**config.mk**
```make
export PLATFORM = sky130hd
export DESIGN_NAME = rgb_status_tx
export DESIGN_NICKNAME = d
export VERILOG_FILES = /design/src/rtl/rgb_uart_pkg.sv /design/src/rtl/uart_tx_byte.sv /design/src/rtl/rgb_status_tx.sv
export SDC_FILE = /design/constraint.sdc
export NUM_CORES = 1
export LEC_CHECK = 0
export ABC_AREA = 1
export CORE_MARGIN = 2
export CORE_UTILIZATION = 53
export CTS_BUF_LIST = sky130_fd_sc_hd__clkbuf_16
export DETAILED_ROUTE_END_ITERATION = 10
export PLACE_DENSITY = 0.74
export SLEW_MARGIN = 20
export SYNTH_ARGS = -nofsm -noshare
export SYNTH_HDL_FRONTEND = slang
export SYNTH_SLANG_ARGS = --single-unit
```
**constraint.sdc**
```tcl
create_clock -name Clock -period 1.7 [get_ports Clock]
set_clock_uncertainty 0.15 [all_clocks]
set_input_delay 0.34 -clock Clock [delete_from_list [all_inputs] [get_ports Clock]]
set_output_delay 0.34 -clock Clock [all_outputs]
set_load 0.03 [all_outputs]
```
**src/rtl/rgb_uart_pkg.sv**
```systemverilog
// rgb_uart_pkg
// Shared definitions for the RGB status UART path:
//   - ASCII codes used in the status report (colour letters, CR, LF)
//   - state encoding of the report sequencer
//   - default bit period, also used by the UART receiver
//   - rgb_to_ascii(): maps the 3-bit LED drive to its report letter
package rgb_uart_pkg;

    // 50 MHz / 115200 baud
    localparam int CLKS_PER_BIT_DEFAULT = 434;

    localparam logic [7:0] ASCII_R  = 8'h52;
    localparam logic [7:0] ASCII_G  = 8'h47;
    localparam logic [7:0] ASCII_B  = 8'h42;
    localparam logic [7:0] ASCII_O  = 8'h4F;
    localparam logic [7:0] ASCII_X  = 8'h58;
    localparam logic [7:0] ASCII_CR = 8'h0D;
    localparam logic [7:0] ASCII_LF = 8'h0A;

    typedef enum logic [1:0] {
        ST_IDLE      = 2'd0,
        ST_SEND_CHAR = 2'd1,
        ST_SEND_CR   = 2'd2,
        ST_SEND_LF   = 2'd3
    } tx_state_t;

    // [2]=red, [1]=green, [0]=blue; mixed colours are reported as 'X'
    function automatic logic [7:0] rgb_to_ascii(input logic [2:0] rgb);
        logic [7:0] c;
        case (rgb)
            3'b100:  c = ASCII_R;
            3'b010:  c = ASCII_G;
            3'b001:  c = ASCII_B;
            3'b000:  c = ASCII_O;
            default: c = ASCII_X;
        endcase
        return c;
    endfunction

endpackage

```
**src/rtl/uart_tx_byte.sv**
```systemverilog
// uart_tx_byte
// Single-byte UART transmitter, 8N1, LSB first, idle high.
// Ports:
//   Clock  in   system clock, rising edge
//   Reset  in   synchronous active-high reset
//   Start  in   begin a frame with Data (accepted when idle or on the Done cycle)
//   Data   in   byte to send, captured when Start is accepted
//   TxD    out  serial line
//   Busy   out  high from the first start-bit cycle through the last stop-bit cycle
//   Done   out  one-cycle pulse during the final cycle of the stop bit
module uart_tx_byte #(
    parameter int CLKS_PER_BIT = 434
) (
    input  logic       Clock,
    input  logic       Reset,
    input  logic       Start,
    input  logic [7:0] Data,
    output logic       TxD,
    output logic       Busy,
    output logic       Done
);

    localparam int CW = $clog2(CLKS_PER_BIT);
    localparam logic [CW-1:0] LAST_CLK = CW'(CLKS_PER_BIT - 1);

    logic [CW-1:0] clkcnt;
    // 0 = start bit, 1..8 = data bits, 9 = stop bit
    logic [3:0]    bitidx;
    logic [7:0]    shreg;
    logic          bit_end;

    assign bit_end = (clkcnt == LAST_CLK);
    assign Done    = Busy && bit_end && (bitidx == 4'd9);

    always_ff @(posedge Clock) begin
        if (Reset) begin
            TxD    <= 1'b1;
            Busy   <= 1'b0;
            clkcnt <= '0;
            bitidx <= '0;
        end else if (Start && (!Busy || Done)) begin
            // Accepting on the Done cycle chains frames with no idle gap
            TxD    <= 1'b0;
            Busy   <= 1'b1;
            shreg  <= Data;
            clkcnt <= '0;
            bitidx <= '0;
        end else if (Busy) begin
            if (bit_end) begin
                clkcnt <= '0;
                if (bitidx == 4'd9) begin
                    Busy <= 1'b0;
                    TxD  <= 1'b1;
                end else begin
                    bitidx <= bitidx + 4'd1;
                    // Leaving bit k drives data bit k next; leaving d7 drives the stop bit
                    TxD    <= (bitidx == 4'd8) ? 1'b1 : shreg[bitidx[2:0]];
                end
            end else begin
                clkcnt <= clkcnt + CW'(1);
            end
        end
    end

endmodule

```
**src/rtl/rgb_status_tx.sv**
```systemverilog
// rgb_status_tx
// Reports the RGB LED state over UART as "<colour>\r\n" whenever the LED
// drive changes or a query is made. Triggers arriving during a report are
// collapsed into one follow-up report sent back-to-back.
// Ports:
//   Clock  in   system clock, rising edge
//   Reset  in   synchronous active-high reset
//   RGB    in   LED drive [2]=red [1]=green [0]=blue
//   Query  in   one-cycle pulse requesting a report
//   TxD    out  UART serial out, 8N1, idle high
//   Busy   out  high while a report is in flight
import rgb_uart_pkg::*;

module rgb_status_tx #(
    parameter int CLKS_PER_BIT = CLKS_PER_BIT_DEFAULT
) (
    input  logic       Clock,
    input  logic       Reset,
    input  logic [2:0] RGB,
    input  logic       Query,
    output logic       TxD,
    output logic       Busy
);

    tx_state_t  state;
    logic [2:0] rgb_last;
    logic       pending;
    logic       trig;
    logic       tx_start;
    logic [7:0] tx_data;
    logic       tx_done;

    assign trig = (RGB != rgb_last) || Query;

    // Start/Data are decoded combinationally from the state so that a
    // trigger puts the start bit on the line on the very next cycle and
    // each following byte begins on the Done cycle of the previous one.
    always_comb begin
        tx_start = 1'b0;
        tx_data  = ASCII_CR;
        case (state)
            ST_IDLE: begin
                tx_start = trig;
                tx_data  = rgb_to_ascii(RGB);
            end
            ST_SEND_CHAR: begin
                tx_start = tx_done;
                tx_data  = ASCII_CR;
            end
            ST_SEND_CR: begin
                tx_start = tx_done;
                tx_data  = ASCII_LF;
            end
            ST_SEND_LF: begin
                tx_start = tx_done && (pending || trig);
                tx_data  = rgb_to_ascii(RGB);
            end
            default: begin
                tx_start = 1'b0;
                tx_data  = ASCII_CR;
            end
        endcase
    end

    always_ff @(posedge Clock) begin
        // Tracked through reset so the value present during reset is not reported
        rgb_last <= RGB;
        if (Reset) begin
            state   <= ST_IDLE;
            pending <= 1'b0;
        end else begin
            case (state)
                ST_IDLE: begin
                    if (trig) state <= ST_SEND_CHAR;
                end
                ST_SEND_CHAR: begin
                    if (trig)    pending <= 1'b1;
                    if (tx_done) state   <= ST_SEND_CR;
                end
                ST_SEND_CR: begin
                    if (trig)    pending <= 1'b1;
                    if (tx_done) state   <= ST_SEND_LF;
                end
                ST_SEND_LF: begin
                    if (tx_done) begin
                        if (pending || trig) begin
                            // The new snapshot already covers this cycle's
                            // trigger unless a pending request is also being
                            // consumed, in which case it is re-armed.
                            state   <= ST_SEND_CHAR;
                            pending <= pending && trig;
                        end else begin
                            state   <= ST_IDLE;
                            pending <= 1'b0;
                        end
                    end else if (trig) begin
                        pending <= 1'b1;
                    end
                end
                default: begin
                    state   <= ST_IDLE;
                    pending <= 1'b0;
                end
            endcase
        end
    end

    uart_tx_byte #(
        .CLKS_PER_BIT(CLKS_PER_BIT)
    ) u_tx (
        .Clock (Clock),
        .Reset (Reset),
        .Start (tx_start),
        .Data  (tx_data),
        .TxD   (TxD),
        .Busy  (Busy),
        .Done  (tx_done)
    );

endmodule

```
## Word level (Yosys, flattened, before mapping)

Index checks and enable logic that the tools add are counted.

| word-level totals | value |
|---|---|
| flip-flop bits (word level) | 29 |
| latch bits | 0 |
| RAM bits | 0 |
| memory bits (read-only) | 0 |
| input bits | 6 |
| output and inout bits | 2 |
| logic and storage cells | 73 |
| memories | 0 |

| cells by class | value |
|---|---|
| $add $sub $neg | 2 |
| $mul | 0 |
| div/mod/pow operators | 0 |
| order comparisons | 1 |
| eq/ne operators | 14 |
| shift-type cells | 0 |
| muxes and demuxes | 25 |
| bitwise logic cells | 2 |
| reductions and logical operators | 21 |

Operators by type and width:

| cell | count |
|---|---|
| 8-bit one-hot mux with 3 select lines | 1 |
| 5-bit one-hot mux with 4 select lines | 1 |
| 1-bit two-way mux | 14 |
| 9-bit by 1-bit adder with 9-bit output (second input constant) | 1 |
| 9-bit == test (second input constant) | 1 |
| 9-bit two-way mux | 1 |
| 4-bit == test (second input constant) | 2 |
| 2-bit two-way mux | 4 |
| 2-bit != test (second input constant) | 4 |
| 2-bit one-hot mux with 4 select lines | 1 |
| 2-bit nonzero test | 3 |
| 2-bit OR reduction | 3 |
| 1-bit logical AND | 5 |
| 4-bit by 1-bit adder with 4-bit output (second input constant) | 1 |
| 2-bit == test (second input constant) | 2 |
| 3-bit by 4-bit less-than comparator with 1-bit output (second input constant) | 1 |
| 2-bit AND reduction | 2 |
| 4-bit AND reduction | 1 |
| 1-bit binary-select mux with 3-bit select | 1 |
| 3-bit by 1-bit == test with 1-bit output (second input constant) | 1 |
| 3-bit by 2-bit == test with 1-bit output (second input constant) | 1 |
| 3-bit == test (second input constant) | 1 |
| 3-bit zero test | 1 |
| 1-bit logical OR | 3 |
| other kinds (8) | 9 |

## Longest topological paths before layout

Gate-level depths: netlist of run 1.

| logic depth | value |
|---|---|
| word-level depth | 8 |
| depth in mapped cells | 13 |
| gate-level depth less buffers | 12 |

## Hierarchy

From an unflattened synthesis of run 1, not the netlist that was laid out.

| second synthesis, totals | value |
|---|---|
| cells, all modules | 231 |
| area total of the unflattened synthesis | 1764.2 um2 |

Modules (own cells, without submodules):

| module | times used | cells an instance | area each (um2) | seq. area each (um2) |
|---|---|---|---|---|
| uart_tx_byte | 1 | 159 | 1297.5 | 540.5 |
| rgb_status_tx | 1 | 72 | 466.7 | 120.1 |

## Worst setup path after synthesis of run 1

OpenSTA, ideal clock, no wires.

| timing | value |
|---|---|
| path kind | reg2reg |
| start point | reg u_tx.bitidx[1] |
| end point | reg u_tx.shreg[1] (enable) |
| setup time | 340 ps |
| arrival time | 1387 ps |
| slack | -177 ps |
| cell stages (with the launch flop) | 11 |
| period minus slack after synthesis | 1877 ps |
| path through | dfxtp_1 -> inv_1 -> ha_1 -> nand3_1 -> inv_1 -> nand4_4 -> nor2_2 -> nand2_1 -> nand2_2 -> nand2_4 -> nor2_1 |

| between the ends | value |
|---|---|
| cells in the longest elaborated chain, start to end | 6 |
| elaborated cells between the ends (all ways) | 7 |

RTL lines:

| element | RTL line | text |
|---|---|---|
| from (decl) | uart_tx_byte.sv:28 | `logic [3:0] bitidx;` |
| from (signal assigned) | uart_tx_byte.sv:55 | `bitidx <= bitidx + 4'd1;` |
| 4-bit == test * | uart_tx_byte.sv:33 | `assign Done = Busy && bit_end && (bitidx == 4'd9);` |
| 1-bit logical AND * | uart_tx_byte.sv:33 |  |
| 1-bit logical AND | rgb_status_tx.sv:55 | `tx_start = tx_done && (pending \|\| trig);` |
| 1-bit one-hot mux with 3 select lines | rgb_status_tx.sv:41 | `case (state)` |
| 1-bit logical AND * | uart_tx_byte.sv:41 | `end else if (Start && (!Busy \|\| Done)) begin` |
| 2-bit AND reduction (no source line) * | - |  |
| to (signal assigned) | uart_tx_byte.sv:45 | `shreg <= Data;` |
| to (decl) | uart_tx_byte.sv:29 | `logic [7:0] shreg;` |

Mark *: on every way between the ends. The rest lies on a longest branch, timed or not.
A chain may end at the register's enable or synchronous reset.

## Final worst setup path of run 1

| timing | value |
|---|---|
| start point | reg u_tx.clkcnt[1] |
| end point | reg u_tx.bitidx[2] |

| between the ends | value |
|---|---|
| cells in the longest elaborated chain, start to end | 7 |
| elaborated cells between the ends (all ways) | 9 |

RTL lines:

| element | RTL line | text |
|---|---|---|
| from (decl) | uart_tx_byte.sv:26 | `logic [CW-1:0] clkcnt;` |
| from (signal assigned) | uart_tx_byte.sv:60 | `clkcnt <= clkcnt + CW'(1);` |
| 9-bit == test * | uart_tx_byte.sv:32 | `assign bit_end = (clkcnt == LAST_CLK);` |
| 1-bit logical AND (2 in a row) | uart_tx_byte.sv:33 |  |
| 1-bit logical AND | rgb_status_tx.sv:55 |  |
| 1-bit one-hot mux with 3 select lines | rgb_status_tx.sv:41 |  |
| 1-bit logical AND | uart_tx_byte.sv:41 |  |
| 2-bit OR reduction (no source line) | - |  |

Marked as above.

==> results of run 1 <==
[logic make-up (layout without fill, tap and decap cells)]
logic type,after synthesis,after routing
buf+inv,44,95
xor+xnor,7,7
flops,26,26
compound gates,24,24
fa+ha+maj,11,11
simple gates,103,104
[where the power goes]
part           internal, mW  switching [mW]  total (mW)
clock network         0.410           0.220       0.630
registers             0.758          0.0514       0.809
logic                 0.496           0.670        1.17
total                  1.66           0.942        2.61
[critical path: stages (launching register included)]
cell and delay, ps:
dfxtp_2 330, inv_2 70, ha_4 150, nand2_4 50, nor2_4 110, nand4_4 110, nor2_2 120, nand2_1 80
nand2_2 100, nand2_4 80, buf_4 160, nand2_8 120, nor2_1 60
[routing by layer]
layer / share of wire, % / global-route usage, % / up-vias
met5: 0 / 0 / -
met4: 1.4 / 7.619 / 0
met3: 2.2 / 3.247 / 5
met2: 51 / 36.49 / 19
met1: 45 / 26.41 / 688
li1: - / - / 777
[worst paths after layout]
check | slack, ps | to | start | cells past startpoint
worst min-delay path | 230 | rgb_last[0] | RGB[0] | 1
worst max-delay path | -120 | u_tx.bitidx[2] | u_tx.clkcnt[1] | 12
worst min register to register | 350 | pending | pending | 2
worst max register to register | -120 | u_tx.bitidx[2] | u_tx.clkcnt[1] | 12
[repair_timing]
| action | CTS | global route |
|---|---|---|
| setup endpoints to repair | 22 | 21 |
| buffers inserted | 10 | 3 |
| gates resized for setup | 21 | 12 |
| gates cloned | 0 | 1 |
| pin swaps | 8 | 9 |
[cells in the mapped netlist (all sizes together)]
cell    instances  area (µm²)
nand3           9       50.05
a21boi          1       7.510
o31ai           1       7.510
o21ai          11       55.05
ha             11       137.6
nor2           34       220.2
inv            41       153.9
xor2            7       61.31
a41oi           2       17.52
or2             2       12.51
dfxtp          21       420.4
o21bai          1       7.510
a31oi           1       6.260
a21oi           6       30.03
nor3           10       50.05
nand4           5       46.29
clkbuf          1       3.750
buf             2       25.02
nand2          43       181.4
edfxtp          5       150.1
o211ai          1       7.510
[sequential cells by signal (all words and copies together), names as in the netlist]
name / cells
pending: 1
u_tx.Busy: 1
u_tx.TxD: 1
u_tx.bitidx: 4
rgb_last: 3
u_tx.clkcnt: 9
state: 2
u_tx.shreg: 5
[layout make-up]
type	count	area (µm²)	area share (%)
repair buffers	50	400.4	17.48
well taps	33	41.29	1.802
flip-flops and latches	26	576.8	25.18
clock buffers	4	100.1	4.369
multi-input cells	146	1018	44.46
inverters	41	153.9	6.718
==> impl_metrics.py, run 1 <==
metrics = {
    "grt": {
        "grt_first_pass_wirelength_um": 5630,
        "grt_max_degree": 16,
        "first_global_vias": 1372,
        "grt_usage_pct": 21.12,
        "antenna_found_initial": 0,
        "gr-total-overflow": 0,
    },
    "sta": {
        "setup_tns_ps": -1638,
        "hold_ws_ps": 233.4,
        "max_slew_margin_pct": 73.72,
        "final_hold_viol_count": 0,
        "slew_viol_final": 0,
        "max_freq_mhz": 550.9,
        "grt_setup_unrepaired": "yes",
        "period_share_pct": 106.8,
        "final.setup.worst_slack_ps": -115.2,
        "fin_crit_ps": 1815,
        "worst_slew_pin_slew_ps": 393.8,
        "setup_violations": 19,
    },
    "placed_design": {
        "gp_congestion": 0.8513,
        "dp.cells": 283,
        "dp_slack_ps": -456.6,
        "dpl.hpwl_um": 2357,
        "postPlaceCellArea_um2": 1973,
        "port_buffers": 7,
    },
    "die": {
        "rows": 20,
        "die_w_um": 59.82,
        "die_y_um": 59.82,
        "initial_core_util_pct": 55.00,
        "pin_count": 8,
        "die_area_um2": 3578,
        "core_um2": 3003,
    },
    "run_status": {
        "violations": "setup timing",
        "status": "finished with violations",
    },
    "worst_setup_path": {
        "critPathMaxFanout": 7,
        "worstPathRequired_ps": 1710,
        "cp.arrival_ps": 1820,
        "startpoint_type": "register",
        "critPathKind": "register to register",
        "cp-end-kind": "register",
    },
    "clocking": {
        "clkTransAtPathRegs_ps": 70,
        "cts_sinks": 26,
        "clockBufferDepth": 2,
        "cts_inserted_buffers": 3,
        "hold_buffers": 0,
        "tritoncts": "built",
        "root_buffer": "clkbuf_16",
        "htree_levels": 1,
        "worstSkewPairLatency_ps": 260,
    },
    "synth": {
        "synth_warnings": 0,
        "synth_top_family_by_area": "simple AND/OR/NAND/NOR gates",
        "synth-compound-area-share_pct": 8.409,
        "synth_area_um2": 1652,
        "avgSynthCellArea_um2": 7.682,
        "synthSimpleGateAreaFrac_pct": 33.94,
        "syn-num-nets": 232,
        "ys_seq_area_share_pct": 34.55,
        "synth.area.mux_share_pct": 0,
        "synth_fa_ha_area_share_pct": 8.333,
        "synth_xor_area_share_pct": 3.712,
        "ys_ff_latch": 26,
        "synthCells": 215,
        "yosysUniqueCellTypes": 29,
    },
    "cells_and_area": {
        "stdcell_count": 300,
        "nets": 285,
        "drive_above_1_share_pct": 37.83,
        "fill_cells": 207,
        "final_common_cell": "buf_4",
        "design_area_um2": 2291,
        "syn2layout_area_growth_pct": 38.71,
        "num_antenna_cells": 0,
        "post-route-util_pct": 76.29,
        "layout_common_cells": "buf_4, nand2_1, inv_1",
    },
    "power_and_ir_drop": {
        "power.density_nw_per_um2": 1137,
        "power_mw": 2.605,
        "ir_worst_vdd_mv": 0.7353,
        "p_leak_nw": 1.011,
    },
    "detailed_routing": {
        "wire_per_inst_um": 12.50,
        "dr.pass1.iters": 4,
        "drt_wl_total_um": 3750,
        "vias": 1489,
        "dr.first_iter.drc_count": 57,
        "drc_errors": 0,
        "vias_per_cell": 4.963,
        "antenna_left": 0,
    },
    "hold_path": {
        "hold_path.class": "input port to register",
    },
    "run": {
        "drv_cap": 0,
    },
}
Power figures use the tool's default switching activity.
==> inputs of run 2 (changes only) <==
--- a/config.mk
+++ b/config.mk
@@ -7,9 +7,10 @@
 export LEC_CHECK = 0
 export ABC_AREA = 1
 export CORE_MARGIN = 2
-export CORE_UTILIZATION = 53
+export CORE_UTILIZATION = 56
 export CTS_BUF_LIST = sky130_fd_sc_hd__clkbuf_16
 export DETAILED_ROUTE_END_ITERATION = 10
+export DONT_BUFFER_PORTS = 1
 export PLACE_DENSITY = 0.74
 export SLEW_MARGIN = 20
 export SYNTH_ARGS = -nofsm -noshare
==> impl_metrics.py, run 2 (synthesized netlist as in run 1, its figures left out) <==
metrics = {
    "die": {
        "core_um2": 2781,
        "initial_core_util_pct": 59.38,
        "rows": 19,
        "die_w_um": 58.31,
        "pin_count": 8,
        "die_y_um": 58.31,
        "die_area_um2": 3399,
    },
    "sta": {
        "grt_setup_unrepaired": "yes",
        "final.setup.worst_slack_ps": -30.97,
        "period_share_pct": 101.8,
        "fin_crit_ps": 1731,
        "worst_slew_pin_slew_ps": 344.2,
        "max_freq_mhz": 577.7,
        "slew_viol_final": 0,
        "hold_ws_ps": -3.134,
        "max_slew_margin_pct": 76.88,
        "final_hold_viol_count": 1,
        "setup_violations": 7,
        "setup_tns_ps": -163.1,
    },
    "worst_setup_path": {
        "cp.arrival_ps": 1550,
        "regToRegStartpoint": "u_tx.clkcnt[1]",
        "cp_num_buf_inv": 1,
        "critPathMaxStageDelay_ps": 330,
        "startpoint_type": "register",
        "cp-end-kind": "register",
        "critPathMaxFanout": 5,
        "critPathKind": "register to register",
        "path_cells": "inv_2 -> ha_4 -> nand2_4 -> nor2_4 -> nand4_4 -> nor2_2 -> nand2_1 -> nand2_2 -> nand2_4 -> nor2_4",
        "rr_endpoint": "u_tx.shreg[1]",
        "critPathTopFamily": "simple AND/OR/NAND/NOR gates",
        "crit_start": "u_tx.clkcnt[1]",
        "worstPathRequired_ps": 1520,
        "reg2reg_depth": 10,
        "slowest_stage": "dfxtp_2",
        "reg2reg_slack_ps": -30,
    },
    "placed_design": {
        "port_buffers": 0,
        "dp.cells": 264,
        "gp_congestion": 0.9335,
        "dpl.hpwl_um": 2436,
    },
    "cells_and_area": {
        "largest_reg_flops": 9,
        "num_antenna_cells": 0,
        "syn2layout_area_growth_pct": 27.80,
        "regArea_um2": 579.3,
        "layout_common_cells": "nand2_1, inv_1, buf_4",
        "nets": 262,
        "fill_cells": 184,
        "final_common_cell": "nand2_1",
        "reg_top3": "u_tx.clkcnt: 9 flops, u_tx.shreg: 5 flops, u_tx.bitidx: 4 flops",
        "top_register": "u_tx.clkcnt",
        "stdcell_count": 275,
        "drive_above_1_share_pct": 33.61,
        "multi_input_area_um2": 988.4,
    },
    "run_status": {
        "violations": "hold timing, setup timing",
        "status": "finished with violations",
    },
    "detailed_routing": {
        "dr.first_iter.drc_count": 43,
        "antenna_left": 0,
        "drc_errors": 0,
        "dr.pass1.iters": 4,
        "drt_wl_total_um": 3798,
        "vias_per_cell": 5.378,
        "vias": 1479,
        "wire_per_inst_um": 13.81,
    },
    "clocking": {
        "htree_levels": 1,
        "worstSkewPairLatency_ps": 260,
        "clkTransAtPathRegs_ps": 60,
        "cts_inserted_buffers": 3,
        "root_buffer": "clkbuf_16",
        "tritoncts": "built",
        "cts_sinks": 26,
        "clockBufferDepth": 2,
    },
    "grt": {
        "gr-total-overflow": 0,
        "antenna_found_initial": 0,
        "grt_max_degree": 16,
        "grt_usage_pct": 21.88,
        "grt_first_pass_wirelength_um": 5699,
        "first_global_vias": 1351,
    },
    "power_and_ir_drop": {
        "ir_worst_vdd_mv": 1.158,
        "power.density_nw_per_um2": 1219,
        "p_leak_nw": 0.8984,
    },
    "run": {
        "drv_cap": 0,
    },
    "hold_path": {
        "min_path_cells": 1,
        "min-delay-start": "Reset",
        "hold_end": "state[0]",
        "hold_path.class": "input port to register",
    },
}
-- run 2: metrics by stage --
| step | cell area (µm²) | hold slack [ps] | util (%) | power [mW] | worst slack [ps] |
|---|---|---|---|---|---|
| 2_1_floorplan | 1660 | 217.7 | - | 1.466 | 4.985 |
| 3_3_place_gp | 1853 | 218.0 | 66.62 | 1.731 | 8.116 |
| 3_5_place_dp | 1853 | 217.9 | 66.62 | 1.771 | -43.73 |
| 4_1_cts | 2044 | 1.106 | 73.50 | 2.487 | 0.02964 |
| 5_1_grt | 2111 | 2.050 | 75.89 | 2.712 | -89.01 |
| 6_report | 2111 | -3.134 | 75.89 | 2.573 | -30.97 |
-- run 2: worst max-delay path by stage --
stage / to / cells past startpoint / slack [ps]
2_1_floorplan: u_tx.shreg[1] / 8 / 5
3_3_place_gp: u_tx.shreg[1] / 10 / 8
3_5_place_dp: u_tx.shreg[3] / 10 / -40
4_1_cts: u_tx.shreg[3] / 10 / 0.03
5_1_grt: u_tx.shreg[1] / 10 / -90
6_report: u_tx.shreg[1] / 10 / -30
-- run 2: timing repair --
action,in CTS,in global routing
endpoints found under the setup margin,17,21
buffers inserted,2,1
gates resized for setup,11,17
hold buffers,4,0
endpoints found under the hold margin,4,0
pin swaps,1,1
-- run 2: per-layer routing --
metal / vias to the layer above / track usage (%) / wire, µm
li1: 734 / - / -
met1: 687 / 23.61 / 1587
met2: 50 / 41.57 / 1974
met3: 8 / 5.275 / 175
met4: 0 / 6.645 / 61
met5: - / 0 / 0
-- run 2: final cells by class --
cell class                      count  area share (%)
Multi-Input combinational cell    145           46.83
Sequential cell                    26           27.45
Timing Repair Buffer               28           11.62
Inverter                           41           7.291
Clock buffer                        3           3.557
Tap cell                           31           1.838
Clock inverter                      1           1.423
-- run 2: power by group --
group          switching [mW]  internal, mW
registers              0.0596         0.758
clock network           0.209         0.468
logic                   0.623         0.455
-- run 2: worst reg2reg max path: cells and delay by family, from the launching register on --
family,cells,cell delay [ps]
flip-flops,1,330
AND/OR/NAND/NOR,8,720
buffers and inverters,1,80
adder cells (fa/ha/maj),1,150
==> inputs of run 3 (changes only) <==
--- a/config.mk
+++ b/config.mk
@@ -7,11 +7,10 @@
 export LEC_CHECK = 0
 export ABC_AREA = 1
 export CORE_MARGIN = 2
-export CORE_UTILIZATION = 56
-export CTS_BUF_LIST = sky130_fd_sc_hd__clkbuf_16
+export CORE_UTILIZATION = 54
 export DETAILED_ROUTE_END_ITERATION = 10
 export DONT_BUFFER_PORTS = 1
-export PLACE_DENSITY = 0.74
+export PLACE_DENSITY = 0.72
 export SLEW_MARGIN = 20
 export SYNTH_ARGS = -nofsm -noshare
 export SYNTH_HDL_FRONTEND = slang
==> impl_metrics.py, run 3 (synthesized netlist as in run 1, its figures left out) <==
metrics = {
    "detailed_routing": {
        "drt_wl_total_um": 3262,
        "drc_errors": 0,
        "antenna_left": 0,
        "dr.pass1.iters": 4,
        "vias": 1383,
        "vias_per_cell": 4.939,
        "wire_per_inst_um": 11.65,
        "dr.first_iter.drc_count": 34,
    },
    "sta": {
        "max_slew_margin_pct": 80.93,
        "setup_violations": 5,
        "fin_crit_ps": 1730,
        "worst_slew_pin_slew_ps": 282.3,
        "hold_ws_ps": 44.03,
        "grt_setup_unrepaired": "yes",
        "slew_viol_final": 0,
        "period_share_pct": 101.8,
        "max_freq_mhz": 578.0,
        "final_hold_viol_count": 0,
        "final.setup.worst_slack_ps": -29.96,
    },
    "clocking": {
        "root_buffer": "clkbuf_4",
        "tritoncts": "built",
        "worstSkewPairLatency_ps": 320,
        "cts_sinks": 26,
        "clkTransAtPathRegs_ps": 140,
        "htree_levels": 1,
        "cts_inserted_buffers": 3,
        "clockBufferDepth": 2,
    },
    "power_and_ir_drop": {
        "power.density_nw_per_um2": 1048,
        "p_leak_nw": 0.8810,
        "power_mw": 2.172,
        "p_switching_mw": 0.8336,
        "swShare_pct": 38.38,
        "ir_worst_vdd_mv": 0.8615,
        "pwr-share-seq_pct": 38.0,
        "p_clk_share_pct": 14.6,
        "intPower_mw": 1.338,
        "pwr-share-comb_pct": 47.4,
    },
    "grt": {
        "first_global_vias": 1281,
        "antenna_found_initial": 0,
        "grt_max_degree": 15,
        "grt_first_pass_wirelength_um": 5250,
        "gr-total-overflow": 0,
        "grt_usage_pct": 19.64,
    },
    "placed_design": {
        "gp_congestion": 0.8791,
        "dpl.hpwl_um": 2299,
        "port_buffers": 0,
    },
    "cells_and_area": {
        "layout_common_cells": "nand2_1, inv_1, buf_4",
        "fill_cells": 249,
        "final_common_cell": "nand2_1",
        "drive_above_1_share_pct": 36.03,
        "top_register": "u_tx.clkcnt",
        "reg_top3": "u_tx.clkcnt: 9 flops, u_tx.shreg: 5 flops, u_tx.bitidx: 4 flops",
        "num_antenna_cells": 0,
        "syn2layout_area_growth_pct": 25.53,
        "nets": 265,
        "largest_reg_flops": 9,
    },
    "worst_setup_path": {
        "reg2reg_depth": 10,
        "cp_num_buf_inv": 1,
        "path_cells": "inv_2 -> ha_4 -> nand2_4 -> nor2_4 -> nand4_4 -> nor2_2 -> nand2_2 -> nand2_2 -> nand2_4 -> nor2_4",
        "reg2reg_slack_ps": -30,
        "rr_endpoint": "u_tx.shreg[1]",
        "cp-end-kind": "register",
        "critPathTopFamily": "simple AND/OR/NAND/NOR gates",
        "critPathMaxFanout": 5,
        "regToRegStartpoint": "u_tx.clkcnt[1]",
        "slowest_stage": "dfxtp_2",
        "critPathMaxStageDelay_ps": 360,
        "cp.arrival_ps": 1630,
        "critPathKind": "register to register",
        "worstPathRequired_ps": 1600,
        "startpoint_type": "register",
    },
    "run": {
        "drv_cap": 0,
    },
    "run_status": {
        "violations": "setup timing",
        "status": "finished with violations",
    },
    "die": {
        "initial_core_util_pct": 55.46,
        "die_y_um": 59.31,
        "die_w_um": 59.31,
        "die_area_um2": 3517,
        "core_um2": 2978,
        "rows": 20,
        "pin_count": 8,
    },
    "hold_path": {
        "min-delay-start": "Reset",
        "hold_path.class": "input port to register",
        "hold_end": "u_tx.TxD",
        "min_path_cells": 2,
    },
}
run 3: cell count changes in the layout (fill, tap and decap cells not counted), sizes merged:
cell    delta
bufinv     -1
clkbuf     +1
buf        +3
run 3: how the worst max path moves through the flow:
stage                         startpoint            end  slack [ps]  cells after the start
after floorplan                 state[0]  u_tx.shreg[1]           5                      8
after global placement    u_tx.clkcnt[1]  u_tx.shreg[2]         -10                     10
after detailed placement  u_tx.clkcnt[1]  u_tx.shreg[1]         -70                     10
after CTS                 u_tx.clkcnt[1]  u_tx.shreg[1]          -8                     10
after global routing      u_tx.clkcnt[1]  u_tx.shreg[1]        -120                     10
final                     u_tx.clkcnt[1]  u_tx.shreg[1]         -30                     10
run 3: area by class of cell:
class	instances	area [µm²]	area share, %
multi-input cells	145	994.7	47.98
flip-flops and latches	26	579.3	27.94
repair buffers	31	267.8	12.91
inverters	41	153.9	7.423
well taps	33	41.29	1.992
clock buffers	4	36.28	1.750
run 3: power by group through the flow:
stage / Sequential [mW] / Combinational (mW) / Clock [mW]
finish: 0.824 / 1.03 / 0.318
floorplan: 0.840 / 0.627 / 0
detailed placement: 0.828 / 0.931 / 0
CTS: 0.818 / 0.962 / 0.334
global placement: 0.824 / 0.917 / 0
global route: 0.837 / 1.15 / 0.349
run 3: what timing repair did:
action / CTS / global route
resized for setup: 13 / 19
hold endpoints to repair: 5 / 2
setup buffers: 4 / 1
hold buffers: 3 / 1
pin swaps: 1 / 5
endpoints found under the setup margin: 16 / 22
run 3: layer usage:
| metal | GRT usage, % | routed length [µm] |
|---|---|---|
| met1 | 24.59 | 1495 |
| met2 | 34.69 | 1669 |
| met3 | 4.803 | 84 |
| met4 | 2.922 | 12 |
| met5 | 0 | 0 |
run 3: metrics by stage:
step           utilization, %  TNS, ps  cells  setup WS, ps  area [µm²]
6_report                69.62   -135.2    280        -29.96        2073
5_1_grt                 69.62    -1227    280        -124.0        2073
4_1_cts                 66.89   -15.92    278        -7.960        1992
3_5_place_dp            62.56   -350.6    267        -66.38        1863
3_3_place_gp            62.56   -60.71    267        -12.18        1863
2_1_floorplan               -        0    215         4.985        1660
